[src/rtl/mem_arbiter.sv]
// Round-robin arbiter that shares one fixed-latency memory between an
// instruction-fetch port (read-only) and a data port (read/write).
module mem_arbiter #(
  parameter int unsigned LATENCY = 4
) (
  input  logic        clk,
  input  logic        rst,
  input  logic        i_req,
  input  logic [15:0] i_addr,
  output logic        i_ack,
  output logic [15:0] i_rdata,
  input  logic        d_req,
  input  logic        d_wr,
  input  logic [15:0] d_addr,
  input  logic [15:0] d_wdata,
  output logic        d_ack,
  output logic [15:0] d_rdata,
  output logic        mem_enable,
  output logic        mem_wr,
  output logic [15:0] mem_addr,
  output logic [15:0] mem_data_in,
  input  logic [15:0] mem_data_out,
  output logic        busy
);

  typedef enum logic [1:0] {IDLE = 2'd0, ACCESS = 2'd1, RESP = 2'd2} state_e;
  typedef enum logic {OWN_I = 1'b0, OWN_D = 1'b1} owner_e;

  localparam logic [3:0] CNT_LAST = 4'(LATENCY - 1);

  state_e      state_q, state_d;
  owner_e      owner_q, owner_d;
  owner_e      last_owner_q, last_owner_d;
  logic [3:0]  cnt_q, cnt_d;
  logic [15:0] addr_q, addr_d;
  logic [15:0] wdata_q, wdata_d;
  logic        wr_q, wr_d;
  logic [15:0] i_rdata_q, i_rdata_d;
  logic [15:0] d_rdata_q, d_rdata_d;
  logic        grant_data;

  // NOTE: sequential state uses non-blocking assignments so every flop
  // samples the pre-edge values regardless of statement order.
  always_ff @(posedge clk) begin
    if (rst) begin
      state_q      <= IDLE;
      owner_q      <= OWN_I;
      last_owner_q <= OWN_I;
      cnt_q        <= '0;
      addr_q       <= '0;
      wdata_q      <= '0;
      wr_q         <= 1'b0;
      i_rdata_q    <= '0;
      d_rdata_q    <= '0;
    end else begin
      state_q      <= state_d;
      owner_q      <= owner_d;
      last_owner_q <= last_owner_d;
      cnt_q        <= cnt_d;
      addr_q       <= addr_d;
      wdata_q      <= wdata_d;
      wr_q         <= wr_d;
      i_rdata_q    <= i_rdata_d;
      d_rdata_q    <= d_rdata_d;
    end
  end

  // NOTE: every signal written here gets a default first, so no path can
  // leave one unassigned and infer a latch.
  always_comb begin
    state_d      = state_q;
    owner_d      = owner_q;
    last_owner_d = last_owner_q;
    cnt_d        = cnt_q;
    addr_d       = addr_q;
    wdata_d      = wdata_q;
    wr_d         = wr_q;
    i_rdata_d    = i_rdata_q;
    d_rdata_d    = d_rdata_q;
    grant_data   = 1'b0;

    unique case (state_q)
      IDLE: begin
        if (i_req || d_req) begin
          // On a tie the port that did not own the last access wins.
          grant_data = d_req && (!i_req || last_owner_q == OWN_I);
          if (grant_data) begin
            owner_d = OWN_D;
            addr_d  = d_addr;
            wdata_d = d_wdata;
            wr_d    = d_wr;
          end else begin
            owner_d = OWN_I;
            addr_d  = i_addr;
            wdata_d = '0;
            wr_d    = 1'b0;
          end
          last_owner_d = owner_d;
          cnt_d        = '0;
          state_d      = ACCESS;
        end
      end
      ACCESS: begin
        if (cnt_q == CNT_LAST) begin
          if (owner_q == OWN_D) d_rdata_d = mem_data_out;
          else                  i_rdata_d = mem_data_out;
          cnt_d   = '0;
          state_d = RESP;
        end else begin
          cnt_d = cnt_q + 4'd1;
        end
      end
      RESP:    state_d = IDLE;
      default: state_d = IDLE;
    endcase
  end

  assign busy        = (state_q != IDLE);
  assign mem_enable  = (state_q == ACCESS);
  assign mem_wr      = mem_enable & wr_q;
  assign mem_addr    = mem_enable ? addr_q  : '0;
  assign mem_data_in = mem_enable ? wdata_q : '0;
  assign i_ack       = (state_q == RESP) && (owner_q == OWN_I);
  assign d_ack       = (state_q == RESP) && (owner_q == OWN_D);
  assign i_rdata     = i_rdata_q;
  assign d_rdata     = d_rdata_q;

endmodule

[config.mk]
export PLATFORM = sky130hd
export DESIGN_NAME = mem_arbiter
export DESIGN_NICKNAME = d
export VERILOG_FILES = /design/src/rtl/mem_arbiter.sv
export SDC_FILE = /design/constraint.sdc
export NUM_CORES = 1
export LEC_CHECK = 0
export ABC_AREA = 1
export CAP_MARGIN = 30
export CORE_MARGIN = 4
export CORE_UTILIZATION = 40
export CTS_BUF_LIST = sky130_fd_sc_hd__clkbuf_2 sky130_fd_sc_hd__clkbuf_4 sky130_fd_sc_hd__clkbuf_8
export DETAILED_ROUTE_END_ITERATION = 12
export GPL_ROUTABILITY_DRIVEN = 0
export PLACE_DENSITY = 0.78
export SETUP_SLACK_MARGIN = 0.1
export SLEW_MARGIN = 20
export SYNTH_ARGS = -nofsm -noshare
export SYNTH_HDL_FRONTEND = slang
export SYNTH_SLANG_ARGS = --single-unit
export TNS_END_PERCENT = 20
[constraint.sdc]
create_clock -name clk -period 1.5 [get_ports clk]
set_clock_uncertainty 0.2 [all_clocks]
set_input_delay 0.15 -clock clk [delete_from_list [all_inputs] [get_ports clk]]
set_output_delay 0.15 -clock clk [all_outputs]
set_load 0.03 [all_outputs]
After elaboration in Yosys (flattened, before gate mapping) --
Cells that the tools add are included.
Storage, ports and cells: register bits 72, input port bits 69, output and inout bits 69, word-level logic and storage cells 42
Operators by class: add/subtract/negate cells 1, equal/unequal tests 5, muxes and demuxes 12, bitwise gates (word level) 2, reductions and logical operators 14
Operator list (number):
- two-way mux 16 bit | 4
- two-way mux 4 bit | 2
- one-hot mux 4 bit (2 select lines) | 1
- AND reduction 2 bit | 3
- AND reduction 3 bit | 2
- adder 4 x 1 -> 4 bit (second input constant) | 1
- == test 4 x 2 -> 1 bit (second input constant) | 1
- two-way mux 2 bit | 2
- one-hot mux 2 bit (2 select lines) | 1
- nonzero test 2 bit | 2
- logical AND 1 bit | 3
- == test 2 x 1 -> 1 bit (second input constant) | 1
- == test 2 bit (second input constant) | 1
- zero test 2 bit | 1
- logical OR 1 bit | 2
- two-way mux 1 bit | 2
- != test 2 x 1 -> 1 bit (second input constant) | 1
- != test 2 bit (second input constant) | 1
- AND 1 bit | 1
- zero test 1 bit | 1
- inverter 1 bit | 1

Longest topological paths before layout --
Gate-level depths: netlist (run 1).
depth after elaboration 4, gate-level depth with buffers 8, gate-level depth less buffers 7

Worst setup path before layout (run 1) --
No wires, ideal clock.
path type register to output, from register state_q[0], to output port mem_addr[0], arrival time 1327 ps, data required time 1150 ps, path slack -177 ps, stages on the path, launching flop included 5, path buffers 2, cell sequence dfxtp_1 nand2_1 buf_4 clkbuf_1 nor2_1
On the way: cells in the longest elaborated chain, start to end 2
Ends and longest elaborated chain:
- start, declared | line 31 | state_e state_q, state_d;
- start signal, assigned | line 56 | state_q <= state_d;
- == test 2 x 1 -> 1 bit | line 119 | assign mem_enable = (state_q == ACCESS);
- two-way mux 16 bit | line 121 | assign mem_addr = mem_enable ? addr_q : '0;
- end, declared | line 20 | output logic [15:0] mem_addr,
No other way between the ends.

Worst setup path in the final report (run 1) --
from register state_q[1], to output port mem_data_in[5]
On the way: cells in the longest elaborated chain, start to end 2
Ends and longest elaborated chain:
- == test 2 x 1 -> 1 bit | line 119
- two-way mux 16 bit | line 122 | assign mem_data_in = mem_enable ? wdata_q : '0;
- end, declared | line 21 | output logic [15:0] mem_data_in,
No other way between the ends.

==> reports/results.tsv, run 1 <==
stage	metric	value	unit
finish	fillers	642	
yosys	async_flop_share	0	%
run_status	violations	setup timing	
route	first_pass_iters	4	
floorplan	rows	33	
finish	nNetsFinal	744	
global_routing	grt_util_met1	21.8	%
clock_tree	htreeDepth	3	
critical_path	cp_slowest_stage_delay	0.36	ns
timing	max-slew-margin-rel	73.1	%
timing	rsz0062_at_grt	yes	
global_routing	grt_use_met3	4.00	%
placed_design	io_buffers	137	
critical_path	startpoint_type	register	
yosys	synth.top_cells.by_count	nor2_1, nand2_1, inv_1, dfxtp_1, nand3_1	
timing	fin_crit	1.65	ns
power_and_ir_drop	p_per_area	834	nW/um2
yosys	synth_edf_count	0	
power_and_ir_drop	vdd_drop_max	0.381	mV
floorplan	die_h	99.6	um
floorplan	coreArea	8180	um2
flow_run	cap_violations	0	
global_routing	grt_use_total	18.8	%
placed_design	hpwl	6670	um
timing	slew_violations	0	
yosys	synth_ff_type	dfxtp_1	
clock_tree	clock_latency	0.34	ns
critical_path	crit_arrival	1.30	ns
yosys	netlist_area	3360	um2
floorplan	die_x	99.6	um
floorplan	start_util	41.0	%
yosys	syn_area_per_cell	6.36	um2
route	drtIter0Drc	112	
yosys	synth_top_area_cell	dfxtp_1	
timing	hold_ws	0.181	ns
critical_path	cp_max_fo	13	
finish	syn_to_final_growth	66.2	%
clock_tree	hold_buffers	0	
yosys	synth.most_common_cell	nor2_1	
finish	antennaDiodeCount	0	
critical_path	cpMaxStageDelayCell	dfxtp_4	
finish	fin_cells	784	
clock_tree	cts.clk_slew.worst_paths	0.08	ns
placed_design	dp.cells	763	
yosys	synthTopCellsByArea	dfxtp_1, nor2_1, nand2_1	
yosys	synth_top_area_share	43.0	%
yosys	ys_seq_elements	72	
yosys	seq_area_frac_synth	43.0	%
run_status	outcome	finished with violations	
route	drc_errors	0	
clock_tree	cts_tree	built	
power_and_ir_drop	leakagePower	0.00240	uW
route	routed_wl	9640	um
critical_path	cp.required	1.15	ns
yosys	syn_inst	528	
global_routing	grt_max_degree	52	
critical_path	cp-end-kind	primary output	
clock_tree	cts_max_path_buffers	2	
critical_path	path_cells	inv_4 -> nand2_8 -> buf_12 -> nor2_2 -> buf_6	
route	vias	3666	
timing	hold_viol	0	
global_routing	overflow	0	
global_routing	use_met2	32.8	%
timing	period_share	110	%
global_routing	grt.busiest_layer	met2	
clock_tree	cts-root-buf	clkbuf_8	
yosys	synth_nets	598	
timing	setup_viol	52	
global_routing	grt_pass1_wl	15300	um
route	drtAntennaViolNets	0	
timing	worstMarginPinSlew	0.403	ns
timing	worst_slack	-0.153	ns
yosys	netlist-cell-type-count	22	
route	vias_per_cell	4.68	
clock_tree	cts-buffers-inserted	9	
critical_path	setup.worst_path.class	reg -> out	
hold_path	hp-class	in -> reg	
route	wl_per_cell	12.3	um
floorplan	die_area	9920	um2
global_routing	grt_pass1_vias	3547	
floorplan	pin_count	138	
yosys	ys_warn_count	0	
global_routing	antenna_found_initial	0	
finish	drive_gt1_share	24.4	%
timing	fmax	605	MHz
clock_tree	cts_sinks	72	
[final timing paths]
kind                                  endpoint  startpoint  depth (start not counted)  slack [ns]
worst max-delay path            mem_data_in[5]  state_q[1]                          5       -0.15
worst min-delay path                wdata_q[3]  d_wdata[3]                          3        0.18
worst max register to register      i_rdata[8]  state_q[1]                          8       -0.08
worst min register to register      wdata_q[5]  wdata_q[5]                          2        0.27
[power by group]
part | switching [uW] | leakage [uW] | internal (uW)
clock | 703 | 0.000103 | 829
combinational | 570 | 0.00171 | 504
sequential | 53.2 | 0.000590 | 1990
[what timing repair did]
action / in CTS / in global routing
setup buffers: 0 / 2
endpoints found under the hold margin: 0 / 0
setup endpoints to repair: 103 / 83
resized for setup: 143 / 26
gates cloned: 1 / 2
pin swaps: 2 / 10
[cell type report]
type                            instances  area, um2  share of cell area [%]
Inverter                               78        297                    5.32
Clock buffer                           11        145                    2.60
Clock inverter                          5       56.3                    1.01
Sequential cell                        72       1460                    26.1
Tap cell                              105        131                    2.36
Multi-Input combinational cell        351       1710                    30.6
Timing Repair Buffer                  162       1790                    32.0
[critical path, delay by kind of cell, from the launching register on]
kind	cells	cell delay (ns)
AND/OR/NAND/NOR	2	0.20
buffers and inverters	3	0.39
flip-flops	1	0.36
[through the flow]
stage	util, %	total power, uW	cell area (um2)	setup WS, ns	TNS, ns
global placement	61.1	3010	5000	-0.0710	-1.83
floorplan	-	2640	3510	-0.0209	-0.304
global route	68.2	4880	5580	-0.218	-9.00
detailed placement	61.1	3030	5000	-0.117	-3.16
finish	68.2	4650	5580	-0.153	-5.14
CTS	66.5	4630	5430	-0.172	-5.34
[state kept, by name (all words and copies together) (netlist names)]
signal,cells
addr_q,16
d_rdata,16
i_rdata,16
wdata_q,16
cnt_q,4
state_q,2
last_owner_q,1
wr_q,1
[routing by layer]
layer	routed length [um]	vias to the layer above
li1	-	1873
met1	3990	1655
met2	4850	124
met3	656	14
met4	148	0
met5	0	-
[kinds of logic after synthesis]
| group | share of synthesized area (%) |
|---|---|
| AOI/OAI and AO/OA | 5.52 |
| adders and majority gates | 0.373 |
| buffers and inverters | 13.2 |
| DFF | 43.0 |
| and+or+nand+nor | 38.0 |
[placed cells by master (no fill, tap or decap), types with 9 or more instances in the layout]
master,count
nor2_1,117
nand2_1,108
inv_1,73
clkdlybuf4s50_1,68
dfxtp_1,67
nand3_1,41
buf_6,33
clkdlybuf4s15_2,30
nor2_4,23
a21oi_1,21
buf_4,17
nor2_2,14
o21ai_1,12
clkbuf_8,10
buf_12,9
(Power assumes the default switching activity.)
==> run 2: changes to the inputs <==
Settings changed: CORE_UTILIZATION 40 to 30, MAX_ROUTING_LAYER set to met4, PLACE_DENSITY 0.78 to not set.
==> reports/results.tsv, run 2 (synthesis results as in run 1) <==
stage	metric	value	unit
clock_tree	htreeDepth	3	
power_and_ir_drop	p_per_area	790	nW/um2
timing	worstMarginPinSlew	0.400	ns
finish	antennaDiodeCount	0	
floorplan	start_util	30.8	%
route	routed_wl	9870	um
finish	final_area	5650	um2
finish	utilization	51.9	%
floorplan	rows	38	
run_status	outcome	finished with violations	
critical_path	setup.worst_path.class	reg -> out	
hold_path	hp-class	in -> reg	
route	drtIter0Drc	191	
timing	hold_ws	0.185	ns
route	met2_length	4620	um
clock_tree	cts-root-buf	clkbuf_8	
finish	multi_input_area	1740	um2
clock_tree	cts.clk_slew.worst_paths	0.08	ns
clock_tree	cts_max_path_buffers	2	
clock_tree	cts_sinks	72	
global_routing	grt_pass1_vias	3553	
floorplan	coreArea	10900	um2
timing	setup_viol	53	
finish	fillers	1060	
floorplan	pin_count	138	
placed_design	place_area	5060	um2
power_and_ir_drop	vdd_drop_max	0.358	mV
route	drt-met1-wl	4510	um
floorplan	die_x	114	um
floorplan	die_h	114	um
timing	rsz0062_at_grt	yes	
power_and_ir_drop	leakagePower	0.00239	uW
critical_path	cp_top_family	buffers and inverters	
timing	period_share	110	%
timing	slew_violations	0	
run_status	violations	setup timing	
route	route.met3.wl	640	um
clock_tree	hold_buffers	0	
route	top_layer	met4	
global_routing	overflow	0	
timing	max-slew-margin-rel	73.3	%
finish	final_cell_mix	nor2_1, nand2_1, inv_1	
flow_run	cap_violations	0	
clock_tree	clock_latency	0.34	ns
timing	worst_slack	-0.148	ns
placed_design	pre_cts_ws	-0.110	ns
critical_path	crit_arrival	1.30	ns
placed_design	hpwl	6920	um
critical_path	cpMaxStageDelayCell	dfxtp_4	
critical_path	startpoint_type	register	
finish	syn_to_final_growth	68.5	%
finish	nNetsFinal	748	
floorplan	die_area	12900	um2
clock_tree	cts-buffers-inserted	9	
global_routing	grt_max_degree	42	
critical_path	cp_common_cell	buf_6	
finish	drive_gt1_share	26.2	%
route	drc_errors	0	
clock_tree	cts_tree	built	
critical_path	path_cells	buf_6 -> buf_6 -> nor3_2 -> buf_4	
timing	final.setup.tns	-4.00	ns
global_routing	grt_use_total	15.8	%
critical_path	cp_max_fo	3	
timing	hold_viol	0	
route	vias_per_cell	4.38	
critical_path	cp.required	1.15	ns
placed_design	io_buffers	137	
route	wl_per_cell	12.0	um
timing	fmax	607	MHz
finish	final_common_cell	nor2_1	
timing	fin_crit	1.65	ns
critical_path	worst-path-buf-inv	3	
route	drtAntennaViolNets	0	
critical_path	cp-end-kind	primary output	
critical_path	cp_slowest_stage_delay	0.37	ns
global_routing	antenna_found_initial	0	
route	first_pass_iters	4	
finish	regArea	1450	um2
global_routing	grt_pass1_wl	16400	um
route	vias	3603	
run 2: changes by cell type in the layout (fill, tap and decap cells not counted), moves of 2 or more:
cell,before,now
buf_2,2,0
buf_4,17,15
buf_6,33,40
clkbuf_16,2,0
clkbuf_2,0,2
dfxtp_4,3,1
nand2_1,108,98
nand2_2,3,13
nor2_4,23,25
run 2: final timing paths:
kind,depth (start not counted),slack (ns),to,from
max,4,-0.15,d_ack,state_q[0]
min reg2reg,2,0.27,wdata_q[6],wdata_q[6]
max reg2reg,8,-0.06,i_rdata[0],state_q[1]
min,3,0.18,wdata_q[10],d_wdata[10]
run 2: area by class of cell:
| class | instances | area share, % |
|---|---|---|
| repair buffers | 166 | 32.3 |
| multi-input cells | 351 | 30.8 |
| flip-flops and latches | 72 | 25.6 |
| inverters | 78 | 5.29 |
| well taps | 140 | 3.10 |
| clock buffers | 11 | 2.46 |
| clock inverters | 4 | 0.398 |
run 2: layer usage:
metal / vias up / GRT usage, %
met5: - / -
met4: 0 / 4.73
met3: 8 / 3.34
met2: 114 / 25.6
met1: 1608 / 19.9
li1: 1873 / -
run 2: report_power, final:
part / switching, uW / internal, uW
Sequential: 49.8 / 2000
Clock: 687 / 620
Combinational: 590 / 525
run 2: repair_timing:
action                                  in CTS  in global routing
pin swaps                                   35                 28
resized for setup                          161                 23
buffers inserted                             3                  1
gates cloned                                 2                  0
endpoints found under the setup margin     109                102
run 2: metrics by stage:
stage,cells,total power [uW]
2_1_floorplan,528,2640
3_3_place_gp,801,3040
3_5_place_dp,801,3050
4_1_cts,821,4500
5_1_grt,822,4710
6_report,822,4470
run 2: tightest hold or removal path, delay by kind of cell:
kind,cells,cell delay (ns)
buf+inv,1,0.40
compound gates,1,0.05
simple gates,1,0.08
==> run 3: changes to the inputs <==
Settings changed: CTS_BUF_LIST sky130_fd_sc_hd__clkbuf_2 sky130_fd_sc_hd__clkbuf_4 sky130_fd_sc_hd__clkbuf_8 to sky130_fd_sc_hd__clkbuf_8.
==> reports/results.tsv, run 3 (synthesis results as in run 1) <==
stage	metric	value	unit
clock_tree	cts.clk_slew.worst_paths	0.08	ns
finish	final_common_cell	nor2_1	
critical_path	worst-r2r-setup-slack	-0.06	ns
hold_path	min_path_cells	3	
critical_path	setup.worst_path.class	reg -> out	
critical_path	startpoint_type	register	
timing	slew_violations	0	
timing	worstMarginPinSlew	0.400	ns
global_routing	grt_pass1_wl	16400	um
route	drtAntennaViolNets	0	
clock_tree	cts_sinks	72	
floorplan	rows	38	
route	routed_wl	9870	um
clock_tree	cts_max_path_buffers	2	
finish	antennaDiodeCount	0	
global_routing	grt_pass1_vias	3550	
placed_design	io_buffers	137	
run_status	outcome	finished with violations	
critical_path	r2r_cells	8	
critical_path	crit_arrival	1.30	ns
global_routing	grt_max_degree	42	
run_status	violations	setup timing	
clock_tree	cts_tree	built	
global_routing	use_met2	25.6	%
placed_design	hpwl	6920	um
clock_tree	cts-buffers-inserted	9	
flow_run	cap_violations	0	
critical_path	r2r-end	i_rdata[0]	
floorplan	die_area	12900	um2
hold_path	hp-class	in -> reg	
power_and_ir_drop	vdd_drop_max	0.356	mV
route	drtIter0Drc	203	
timing	fmax	607	MHz
hold_path	worstHoldStart	d_wdata[10]	
critical_path	cp-end-kind	primary output	
route	vias	3602	
critical_path	cp_max_fo	3	
power_and_ir_drop	leakagePower	0.00239	uW
finish	final_cell_mix	nor2_1, nand2_1, inv_1	
finish	fin_cells	822	
finish	drive_gt1_share	26.0	%
global_routing	grt_use_met3	3.34	%
timing	period_share	110	%
floorplan	coreArea	10900	um2
timing	hold_viol	0	
clock_tree	cts-root-buf	clkbuf_8	
route	first_pass_iters	4	
timing	worst_slack	-0.148	ns
timing	setup_viol	53	
route	wl_per_cell	12.0	um
floorplan	start_util	30.8	%
floorplan	pin_count	138	
finish	nNetsFinal	748	
global_routing	grt.busiest_layer	met2	
placed_design	pre_cts_ws	-0.110	ns
route	vias_per_cell	4.38	
critical_path	cp.required	1.15	ns
global_routing	grt_util_met1	19.9	%
clock_tree	clock_latency	0.33	ns
route	drc_errors	0	
timing	max-slew-margin-rel	73.3	%
floorplan	die_x	114	um
critical_path	rr_startpoint	state_q[1]	
placed_design	dp.cells	801	
global_routing	antenna_found_initial	0	
finish	syn_to_final_growth	68.2	%
floorplan	die_h	114	um
hold_path	min_to	wdata_q[10]	
global_routing	grt_use_total	15.8	%
power_and_ir_drop	p_per_area	783	nW/um2
clock_tree	htreeDepth	3	
global_routing	overflow	0	
timing	rsz0062_at_grt	yes	
timing	fin_crit	1.65	ns
[run 3: cell types whose count changed in the layout (fill, tap and decap cells not counted), sizes merged]
cell / before / now
clkbuf: 13 / 11
inv: 77 / 79
[run 3: report_power, final]
group          switching, uW  internal [uW]
logic                    591            525
registers               49.8           2000
clock network            691            571
total                   1330           3090
[run 3: repair_timing]
item	in CTS	in global routing
pin swaps	35	28
hold buffers	0	0
buffers inserted	3	1
gates cloned	2	0
gates resized for setup	161	23
endpoints found under the setup margin	109	103
[run 3: critical path: stages (launching register included)]
cell and delay, ns:
dfxtp_4 0.37, buf_6 0.13, buf_6 0.12, nor3_2 0.16, buf_4 0.18
[run 3: final cells by class]
type	count	area, um2
Sequential cell	72	1450
Clock buffer	9	124
Clock inverter	6	30.0
Multi-Input combinational cell	351	1740
Tap cell	140	175
Inverter	78	299
Timing Repair Buffer	166	1830
Fill cell	1058	5240
[run 3: worst max-delay path by stage]
stage                      end       start  cells past startpoint  slack (ns)
2_1_floorplan  mem_data_in[10]  state_q[1]                      5       -0.02
3_3_place_gp        wdata_q[2]       d_req                      6       -0.05
3_5_place_dp        wdata_q[0]       d_req                      6       -0.11
4_1_cts                  d_ack  state_q[1]                      5       -0.16
5_1_grt        mem_data_in[15]  state_q[1]                      5       -0.19
6_report                 d_ack  state_q[0]                      4       -0.15
[run 3: per-stage QoR]
stage | total power (uW) | setup TNS [ns] | utilization, % | hold WS [ns] | cell area, um2
after floorplan | 2640 | -0.304 | - | 0.0191 | 3510
after global placement | 3040 | -1.58 | 46.5 | 0.254 | 5060
after detailed placement | 3050 | -2.67 | 46.5 | 0.259 | 5060
after CTS | 4450 | -4.83 | 51.2 | 0.169 | 5570
after global routing | 4660 | -7.70 | 51.9 | 0.185 | 5650
final | 4420 | -3.94 | 51.9 | 0.184 | 5650
[run 3: metal layers]
metal  vias up  wire length [um]
li1       1873                 -
met1      1607              4500
met2       114              4640
met3         8               641
met4         0                89
met5         -                 0
